--- src/rtl/pipeline_hazard_ctrl_pkg.sv ---
`default_nettype none
//==============================================================================
// Module      : pipe_ctrl_pkg (package)
// Description : Shared definitions for the pipeline hazard controller:
//               FSM state encoding, mul/div opcode encoding and the
//               hard-wired zero register number.
// Revision    : 1.0 - initial release
//==============================================================================
package pipe_ctrl_pkg;

   typedef enum logic [0:0] {
      ST_RUN     = 1'b0,
      ST_MD_BUSY = 1'b1
   } md_state_e;

   localparam logic       MD_OP_MUL = 1'b0;
   localparam logic       MD_OP_DIV = 1'b1;

   localparam logic [4:0] REG_ZERO  = 5'd0;

endpackage
`default_nettype wire

--- src/rtl/pipeline_hazard_ctrl_if.sv ---
`default_nettype none
//==============================================================================
// Module      : pipeline_hazard_ctrl_if
// Description : Bundle between the decode/execute stages and the hazard
//               controller.
//   master : the pipeline side; drives the ID/EX hazard inputs and receives
//            the stall/flush controls.
//   slave  : the hazard controller.
// Ports (signals)
//   id_rs, id_rt, id_uses_rt          - operands of the instruction in ID
//   ex_mem_read, ex_write_register    - load info of the instruction in EX
//   branch_taken                      - branch/jump resolved taken in ID
//   md_start, md_op                   - mul/div launch (0 = mul, 1 = div)
//   pc_write, ifid_write, ifid_flush  - front-end controls
//   idex_bubble                       - zero ID/EX control fields
//   md_busy, md_done                  - mul/div status
//   perf_stall_cycles                 - stall cycle counter
// Revision    : 1.0 - initial release
//==============================================================================
interface pipeline_hazard_ctrl_if;

   logic [4:0]  id_rs;
   logic [4:0]  id_rt;
   logic        id_uses_rt;
   logic        ex_mem_read;
   logic [4:0]  ex_write_register;
   logic        branch_taken;
   logic        md_start;
   logic        md_op;

   logic        pc_write;
   logic        ifid_write;
   logic        ifid_flush;
   logic        idex_bubble;
   logic        md_busy;
   logic        md_done;
   logic [31:0] perf_stall_cycles;

   modport master (
      output id_rs, id_rt, id_uses_rt, ex_mem_read, ex_write_register,
             branch_taken, md_start, md_op,
      input  pc_write, ifid_write, ifid_flush, idex_bubble, md_busy, md_done,
             perf_stall_cycles
   );

   modport slave (
      input  id_rs, id_rt, id_uses_rt, ex_mem_read, ex_write_register,
             branch_taken, md_start, md_op,
      output pc_write, ifid_write, ifid_flush, idex_bubble, md_busy, md_done,
             perf_stall_cycles
   );

endinterface
`default_nettype wire

--- src/rtl/pipeline_hazard_ctrl_load_use_detect.sv ---
`default_nettype none
//==============================================================================
// Module      : load_use_detect
// Description : Combinational load-use hazard detector. Flags when the load
//               in EX writes a register the instruction in ID reads. Writes
//               to $zero never create a dependency.
// Ports
//   ex_mem_read       in  1  instruction in EX is a load
//   ex_write_register in  5  destination of the instruction in EX
//   id_rs, id_rt      in  5  source fields of the instruction in ID
//   id_uses_rt        in  1  instruction in ID actually reads rt
//   lu                out 1  load-use hazard
// Revision    : 1.0 - initial release
//==============================================================================
module load_use_detect
   import pipe_ctrl_pkg::*;
(
   input  wire logic       ex_mem_read,
   input  wire logic [4:0] ex_write_register,
   input  wire logic [4:0] id_rs,
   input  wire logic [4:0] id_rt,
   input  wire logic       id_uses_rt,
   output logic            lu
);

   assign lu = ex_mem_read
            && (ex_write_register != REG_ZERO)
            && ((ex_write_register == id_rs)
                || (id_uses_rt && (ex_write_register == id_rt)));

endmodule
`default_nettype wire

--- src/rtl/pipeline_hazard_ctrl.sv ---
`default_nettype none
//==============================================================================
// Module      : pipeline_hazard_ctrl
// Description : Hazard controller for a 5-stage MIPS pipeline. Stalls one
//               cycle on load-use, flushes IF/ID on a taken branch, and holds
//               the front end for the full latency of a multi-cycle mul/div.
// Ports
//   clk  in  system clock
//   rst  in  synchronous active-high reset
//   hz   slave modport of pipeline_hazard_ctrl_if (hazard inputs and
//        pc_write / ifid_write / ifid_flush / idex_bubble / md_busy /
//        md_done / perf_stall_cycles outputs)
// Parameters
//   MUL_CYCLES, DIV_CYCLES : total front-end stall (>= 2), including the
//                            md_start cycle
//   CNT_W                  : counter width, 2^CNT_W > max(MUL, DIV)
// Build option
//   STALL_PERF_CNT_EN : when defined, perf_stall_cycles counts cycles with
//                       pc_write low (saturating); otherwise tied to zero.
// Revision    : 1.0 - initial release
//==============================================================================
module pipeline_hazard_ctrl
   import pipe_ctrl_pkg::*;
#(
   parameter int MUL_CYCLES = 4,
   parameter int DIV_CYCLES = 32,
   parameter int CNT_W      = 6
) (
   input  wire logic             clk,
   input  wire logic             rst,
   pipeline_hazard_ctrl_if.slave hz
);

   md_state_e        state, next_state;
   logic [CNT_W-1:0] cnt, next_cnt;
   logic             lu;

   logic pc_write, ifid_write, ifid_flush, idex_bubble, md_busy, md_done;

   load_use_detect u_load_use_detect (
      .ex_mem_read       (hz.ex_mem_read),
      .ex_write_register (hz.ex_write_register),
      .id_rs             (hz.id_rs),
      .id_rt             (hz.id_rt),
      .id_uses_rt        (hz.id_uses_rt),
      .lu                (lu)
   );

   always_ff @(posedge clk) begin
      if (rst) begin
         state <= ST_RUN;
         cnt   <= '0;
      end else begin
         state <= next_state;
         cnt   <= next_cnt;
      end
   end

   always_comb begin
      next_state  = state;
      next_cnt    = cnt;
      pc_write    = 1'b1;
      ifid_write  = 1'b1;
      ifid_flush  = 1'b0;
      idex_bubble = 1'b0;
      md_busy     = 1'b0;
      md_done     = 1'b0;

      if (rst) begin
         pc_write    = 1'b0;
         ifid_write  = 1'b0;
         ifid_flush  = 1'b1;
         idex_bubble = 1'b1;
         next_state  = ST_RUN;
         next_cnt    = '0;
      end else begin
         case (state)
            ST_RUN: begin
               if (hz.md_start) begin
                  pc_write    = 1'b0;
                  ifid_write  = 1'b0;
                  idex_bubble = 1'b1;
                  next_state  = ST_MD_BUSY;
                  // The md_start cycle and the cnt==0 cycle are both stall
                  // cycles, hence the -2.
                  next_cnt    = (hz.md_op == MD_OP_DIV) ? CNT_W'(DIV_CYCLES - 2)
                                                        : CNT_W'(MUL_CYCLES - 2);
               end else if (lu) begin
                  // One cycle suffices: the bubble replaces the load's
                  // dependant in EX, so the load is in MEM next cycle.
                  pc_write    = 1'b0;
                  ifid_write  = 1'b0;
                  idex_bubble = 1'b1;
               end else if (hz.branch_taken) begin
                  ifid_flush  = 1'b1;
               end
            end

            ST_MD_BUSY: begin
               // IF/ID is held, so any pending branch re-resolves afterwards.
               pc_write    = 1'b0;
               ifid_write  = 1'b0;
               idex_bubble = 1'b1;
               md_busy     = 1'b1;
               if (cnt != '0) begin
                  next_cnt = cnt - CNT_W'(1);
               end else begin
                  md_done    = 1'b1;
                  next_state = ST_RUN;
               end
            end

            default: begin
               next_state = ST_RUN;
               next_cnt   = '0;
            end
         endcase
      end
   end

   assign hz.pc_write    = pc_write;
   assign hz.ifid_write  = ifid_write;
   assign hz.ifid_flush  = ifid_flush;
   assign hz.idex_bubble = idex_bubble;
   assign hz.md_busy     = md_busy;
   assign hz.md_done     = md_done;

`ifdef STALL_PERF_CNT_EN
   logic [31:0] perf_cnt;

   always_ff @(posedge clk) begin
      if (rst) begin
         perf_cnt <= '0;
      end else if (!pc_write && (perf_cnt != 32'hFFFF_FFFF)) begin
         perf_cnt <= perf_cnt + 32'd1;
      end
   end

   assign hz.perf_stall_cycles = perf_cnt;
`else
   assign hz.perf_stall_cycles = '0;
`endif

endmodule
`default_nettype wire

--- src/flat_wrapper.sv ---
// flat-port wrapper written by rule: the top's interface ports become plain ports
module pipeline_hazard_ctrl_flat import pipe_ctrl_pkg::*;
#(
   parameter int MUL_CYCLES = 4,
   parameter int DIV_CYCLES = 32,
   parameter int CNT_W      = 6
)
  (clk, rst, hz_id_rs, hz_id_rt, hz_id_uses_rt, hz_ex_mem_read, hz_ex_write_register, hz_branch_taken, hz_md_start, hz_md_op, hz_pc_write, hz_ifid_write, hz_ifid_flush, hz_idex_bubble, hz_md_busy, hz_md_done, hz_perf_stall_cycles);
  pipeline_hazard_ctrl_if hz_i ();
  input  wire logic clk;
  input  wire logic rst;
  input wire logic [$bits(hz_i.id_rs)-1:0] hz_id_rs;
  input wire logic [$bits(hz_i.id_rt)-1:0] hz_id_rt;
  input wire logic [$bits(hz_i.id_uses_rt)-1:0] hz_id_uses_rt;
  input wire logic [$bits(hz_i.ex_mem_read)-1:0] hz_ex_mem_read;
  input wire logic [$bits(hz_i.ex_write_register)-1:0] hz_ex_write_register;
  input wire logic [$bits(hz_i.branch_taken)-1:0] hz_branch_taken;
  input wire logic [$bits(hz_i.md_start)-1:0] hz_md_start;
  input wire logic [$bits(hz_i.md_op)-1:0] hz_md_op;
  output wire logic [$bits(hz_i.pc_write)-1:0] hz_pc_write;
  output wire logic [$bits(hz_i.ifid_write)-1:0] hz_ifid_write;
  output wire logic [$bits(hz_i.ifid_flush)-1:0] hz_ifid_flush;
  output wire logic [$bits(hz_i.idex_bubble)-1:0] hz_idex_bubble;
  output wire logic [$bits(hz_i.md_busy)-1:0] hz_md_busy;
  output wire logic [$bits(hz_i.md_done)-1:0] hz_md_done;
  output wire logic [$bits(hz_i.perf_stall_cycles)-1:0] hz_perf_stall_cycles;
  assign hz_i.id_rs = hz_id_rs;
  assign hz_i.id_rt = hz_id_rt;
  assign hz_i.id_uses_rt = hz_id_uses_rt;
  assign hz_i.ex_mem_read = hz_ex_mem_read;
  assign hz_i.ex_write_register = hz_ex_write_register;
  assign hz_i.branch_taken = hz_branch_taken;
  assign hz_i.md_start = hz_md_start;
  assign hz_i.md_op = hz_md_op;
  assign hz_pc_write = hz_i.pc_write;
  assign hz_ifid_write = hz_i.ifid_write;
  assign hz_ifid_flush = hz_i.ifid_flush;
  assign hz_idex_bubble = hz_i.idex_bubble;
  assign hz_md_busy = hz_i.md_busy;
  assign hz_md_done = hz_i.md_done;
  assign hz_perf_stall_cycles = hz_i.perf_stall_cycles;
  pipeline_hazard_ctrl #(.MUL_CYCLES(MUL_CYCLES), .DIV_CYCLES(DIV_CYCLES), .CNT_W(CNT_W)) u_core (.clk(clk), .rst(rst), .hz(hz_i));
endmodule
--- config.mk ---
export PLATFORM = sky130hd
export DESIGN_NAME = pipeline_hazard_ctrl_flat
export DESIGN_NICKNAME = d
export VERILOG_FILES = /design/src/rtl/pipeline_hazard_ctrl_pkg.sv /design/src/rtl/pipeline_hazard_ctrl_if.sv /design/src/rtl/pipeline_hazard_ctrl_load_use_detect.sv /design/src/rtl/pipeline_hazard_ctrl.sv /design/src/flat_wrapper.sv
export SDC_FILE = /design/constraint.sdc
export NUM_CORES = 1
export LEC_CHECK = 0
export CAP_MARGIN = 40
export CORE_UTILIZATION = 37
export CTS_CLUSTER_SIZE = 12
export DETAILED_ROUTE_END_ITERATION = 8
export GPL_TIMING_DRIVEN = 0
export PLACE_DENSITY = 0.83
export SYNTH_ARGS = -nofsm -noshare
export SYNTH_HDL_FRONTEND = slang
export SYNTH_HIERARCHICAL = 1
export SYNTH_SLANG_ARGS = --single-unit
--- constraint.sdc ---
create_clock -name clk -period 3.4 [get_ports clk]
set_input_delay 0.85 -clock clk [delete_from_list [all_inputs] [get_ports clk]]
set_output_delay 0.85 -clock clk [all_outputs]
set_load 0.01 [all_outputs]
==> impl_metrics.py <==
metrics = {
    "cts": {
        "insertion_delay_ps": 250,
        "cts_max_level": 1,
        "cts-root-buf": "clkbuf_4",
        "cts_buffer_depth": 2,
        "post_cts_buffers": 0,
        "holdBufCountCts": 0,
        "clock_sinks": 7,
        "cts_buffers": 3,
        "cts_tree": "done",
        "clk_pin_slew_ps": 50,
    },
    "worst_setup_path": {
        "crit_chain": "clkdlybuf4s50_1 -> xor2_1 -> nor4_2 -> nand3_1 -> a21oi_2 -> nor3_2 -> a21o_1 -> clkdlybuf4s15_1",
        "arrival_ps": 2430,
        "criticalPathCategory": "input port to output port",
        "cp_top_family": "buffers and inverters",
        "cp-start-kind": "input port",
        "end_kind": "output port",
        "cp_slowest_cell": "clkdlybuf4s50_1",
        "crit_required_ps": 2550,
        "cpPeakStageDelay_ps": 420,
        "crit_fanout": 2,
        "path_buf_inv": 2,
    },
    "sta": {
        "max_freq_ghz": 0.304,
        "totalNegativeSetupSlack_ps": 0,
        "fin_crit_sh_pct": 96.6,
        "final-hold-violation-count": 0,
        "rsz0062_at_grt": "false",
        "timing.final.ws_setup_ps": 115,
        "min_period_ps": 3280,
        "setup_viol": 0,
        "slew_violations": 0,
        "clock_skew_ps": 10.3,
        "hold_slack_ps": 503,
    },
    "drt": {
        "wirelength_um": 1800,
        "avgRoutedWirePerCell_um": 9.27,
        "via_count": 811,
        "drt_iter0_drc": 10,
        "via_per_inst": 4.18,
        "drc": 0,
        "ant_nets": 0,
        "first_pass_iters": 3,
    },
    "global_routing": {
        "grt_pass1_vias": 714,
        "grt_usage_pct": 15.2,
        "grt_start_max_net_pins": 11,
        "overflow": 0,
        "grt_pass1_wl_um": 2820,
        "antenna_found_initial": 0,
    },
    "floorplanning": {
        "die-area_sq_mm": 0.00243,
        "num_rows": 16,
        "core_sq_mm": 0.00204,
        "fp.dieH_um": 49.3,
        "initial_core_util_pct": 40.6,
        "die_w_um": 49.3,
        "ios": 60,
    },
    "placement": {
        "routabilityCongestion": 0.860,
        "portBuffers": 27,
        "placed_cells": 190,
        "post_dp_cell_area_sq_mm": 0.00125,
        "post-dp-hpwl_um": 1580,
        "dp_slack_ps": -498,
    },
    "outcome": {
        "status": "completed",
    },
    "power_and_ir_drop": {
        "p_per_area_mw_per_mm2": 276,
        "leakagePower_nw": 0.619,
        "ir_drop_mv": 0.186,
    },
    "synthesis": {
        "synthCells": 105,
        "ys_ff_latch": 7,
        "synth_top_cell_by_area": "buf_4",
        "synth_top_cell_area_share_pct": 29.9,
        "syn-cell-area_sq_um": 828,
        "ys_top_cells_by_area": "buf_4 (30%), dfxtp_1 (17%), xor2_1 (7.4%)",
        "ys_warn_count": 6,
        "ys_seq_area_share_pct": 16.9,
        "synth.avg_cell_area_sq_um": 7.89,
        "synthDistinctLibCells": 38,
    },
    "final_layout": {
        "final_cells": 194,
        "fill_cells": 200,
        "final_area_sq_mm": 0.00127,
        "final_cell_mix": "buf_4 (33), conb_1 (32), clkdlybuf4s50_1 (18)",
        "multi_input_area_sq_um": 538,
        "final_common_cell": "buf_4",
        "antenna_cells": 0,
        "layout.nets": 192,
        "register_area_sq_um": 140,
        "syn2layout_area_growth_pct": 53.5,
        "drive_gt1_share_pct": 26.3,
    },
    "run": {
        "max-cap-violations": 0,
    },
    "worst_hold_path": {
        "hold_class": "register to register",
    },
}
==> routing by layer <==
metal | part of all wire, % | global-route usage [%] | vias to the layer above
met3 | 8.7 | 7.17 | 2
met2 | 56 | 30.6 | 40
li1 | - | - | 419
met1 | 35 | 13.4 | 350
met4 | 0.39 | 2.94 | 0
met5 | 0 | 0 | -
==> registers in the layout, indices dropped and copies added, names as in the netlist <==
signal	cells
u_core/cnt	6
u_core/state	1
==> power by group <==
part | switching [mW] | total [mW] | internal [mW]
Sequential | 0.0109 | 0.103 | 0.0924
Combinational | 0.0820 | 0.172 | 0.0904
Clock | 0.0304 | 0.0752 | 0.0448
==> path summary, 6_finish.rpt <==
check / slack (ps) / end / cells past startpoint / startpoint
max: 120 / hz_ifid_flush / 8 / hz_id_rt[2]
max reg2reg: 1820 / u_core/cnt[5]$_SDFFE_PP0P_ / 4 / u_core/cnt[2]$_SDFFE_PP0P_
min: 500 / u_core/cnt[5]$_SDFFE_PP0P_ / 2 / u_core/cnt[5]$_SDFFE_PP0P_
min reg2reg: 500 / u_core/cnt[5]$_SDFFE_PP0P_ / 2 / u_core/cnt[5]$_SDFFE_PP0P_
==> cell families after synthesis <==
group           count (synthesis)  share of synthesized area, %
fa+ha+maj                       2                          3.02
buf+inv                        40                          33.2
simple gates                   25                          18.4
xor+xnor                       12                          12.7
flops                           7                          16.9
other cells                     1                         0.453
compound gates                 18                          15.3
==> metrics by stage <==
stage          power, mW  util [%]
2_1_floorplan      0.223         -
3_3_place_gp       0.273      61.2
3_5_place_dp       0.279      61.2
4_1_cts            0.352      62.3
5_1_grt            0.372      62.3
6_report           0.351      62.3
==> cells in the mapped netlist <==
cell type	n
o221ai_1	1
a31oi_1	1
conb_1	1
nand2_1	2
nand2b_1	2
or4_1	2
or3b_2	1
a21o_1	1
o211ai_1	1
a211o_1	1
clkbuf_1	2
nor3_1	3
nor3b_1	1
a311oi_1	1
xnor2_1	5
inv_1	4
nor4_2	1
o21ai_0	2
nand4b_1	1
o21a_1	1
a21bo_2	1
xor2_1	7
ha_1	2
o21ai_1	1
and2_1	1
a211oi_1	1
o22ai_1	1
dfxtp_1	7
or3_1	2
clkbuf_2	1
a221oi_1	1
o32ai_1	1
nand3b_1	2
nand3_1	2
nor2b_1	1
nor2_1	4
buf_4	33
a21oi_1	3
==> area by class of cell <==
class | instances | area share (%)
Multi-Input combinational cell | 89 | 42.3
Buffer | 36 | 20.5
Timing Repair Buffer | 27 | 20.3
Sequential cell | 7 | 11.0
Tap cell | 27 | 2.66
Clock buffer | 4 | 2.07
Inverter | 4 | 1.18
==> worst reg2reg max path, stage by stage (launching register included) <==
cell and delay [ps]:
dfxtp_1 350, or3_1 350, clkbuf_2 180, or4_1 490, a21oi_1 130
==> repair_timing <==
| item | 4_1_cts | 5_1_grt |
|---|---|---|
| pin swaps | 3 | 3 |
| setup endpoints to repair | 4 | 4 |
| resized for setup | 11 | 5 |
Power figures use the tool's default switching activity.
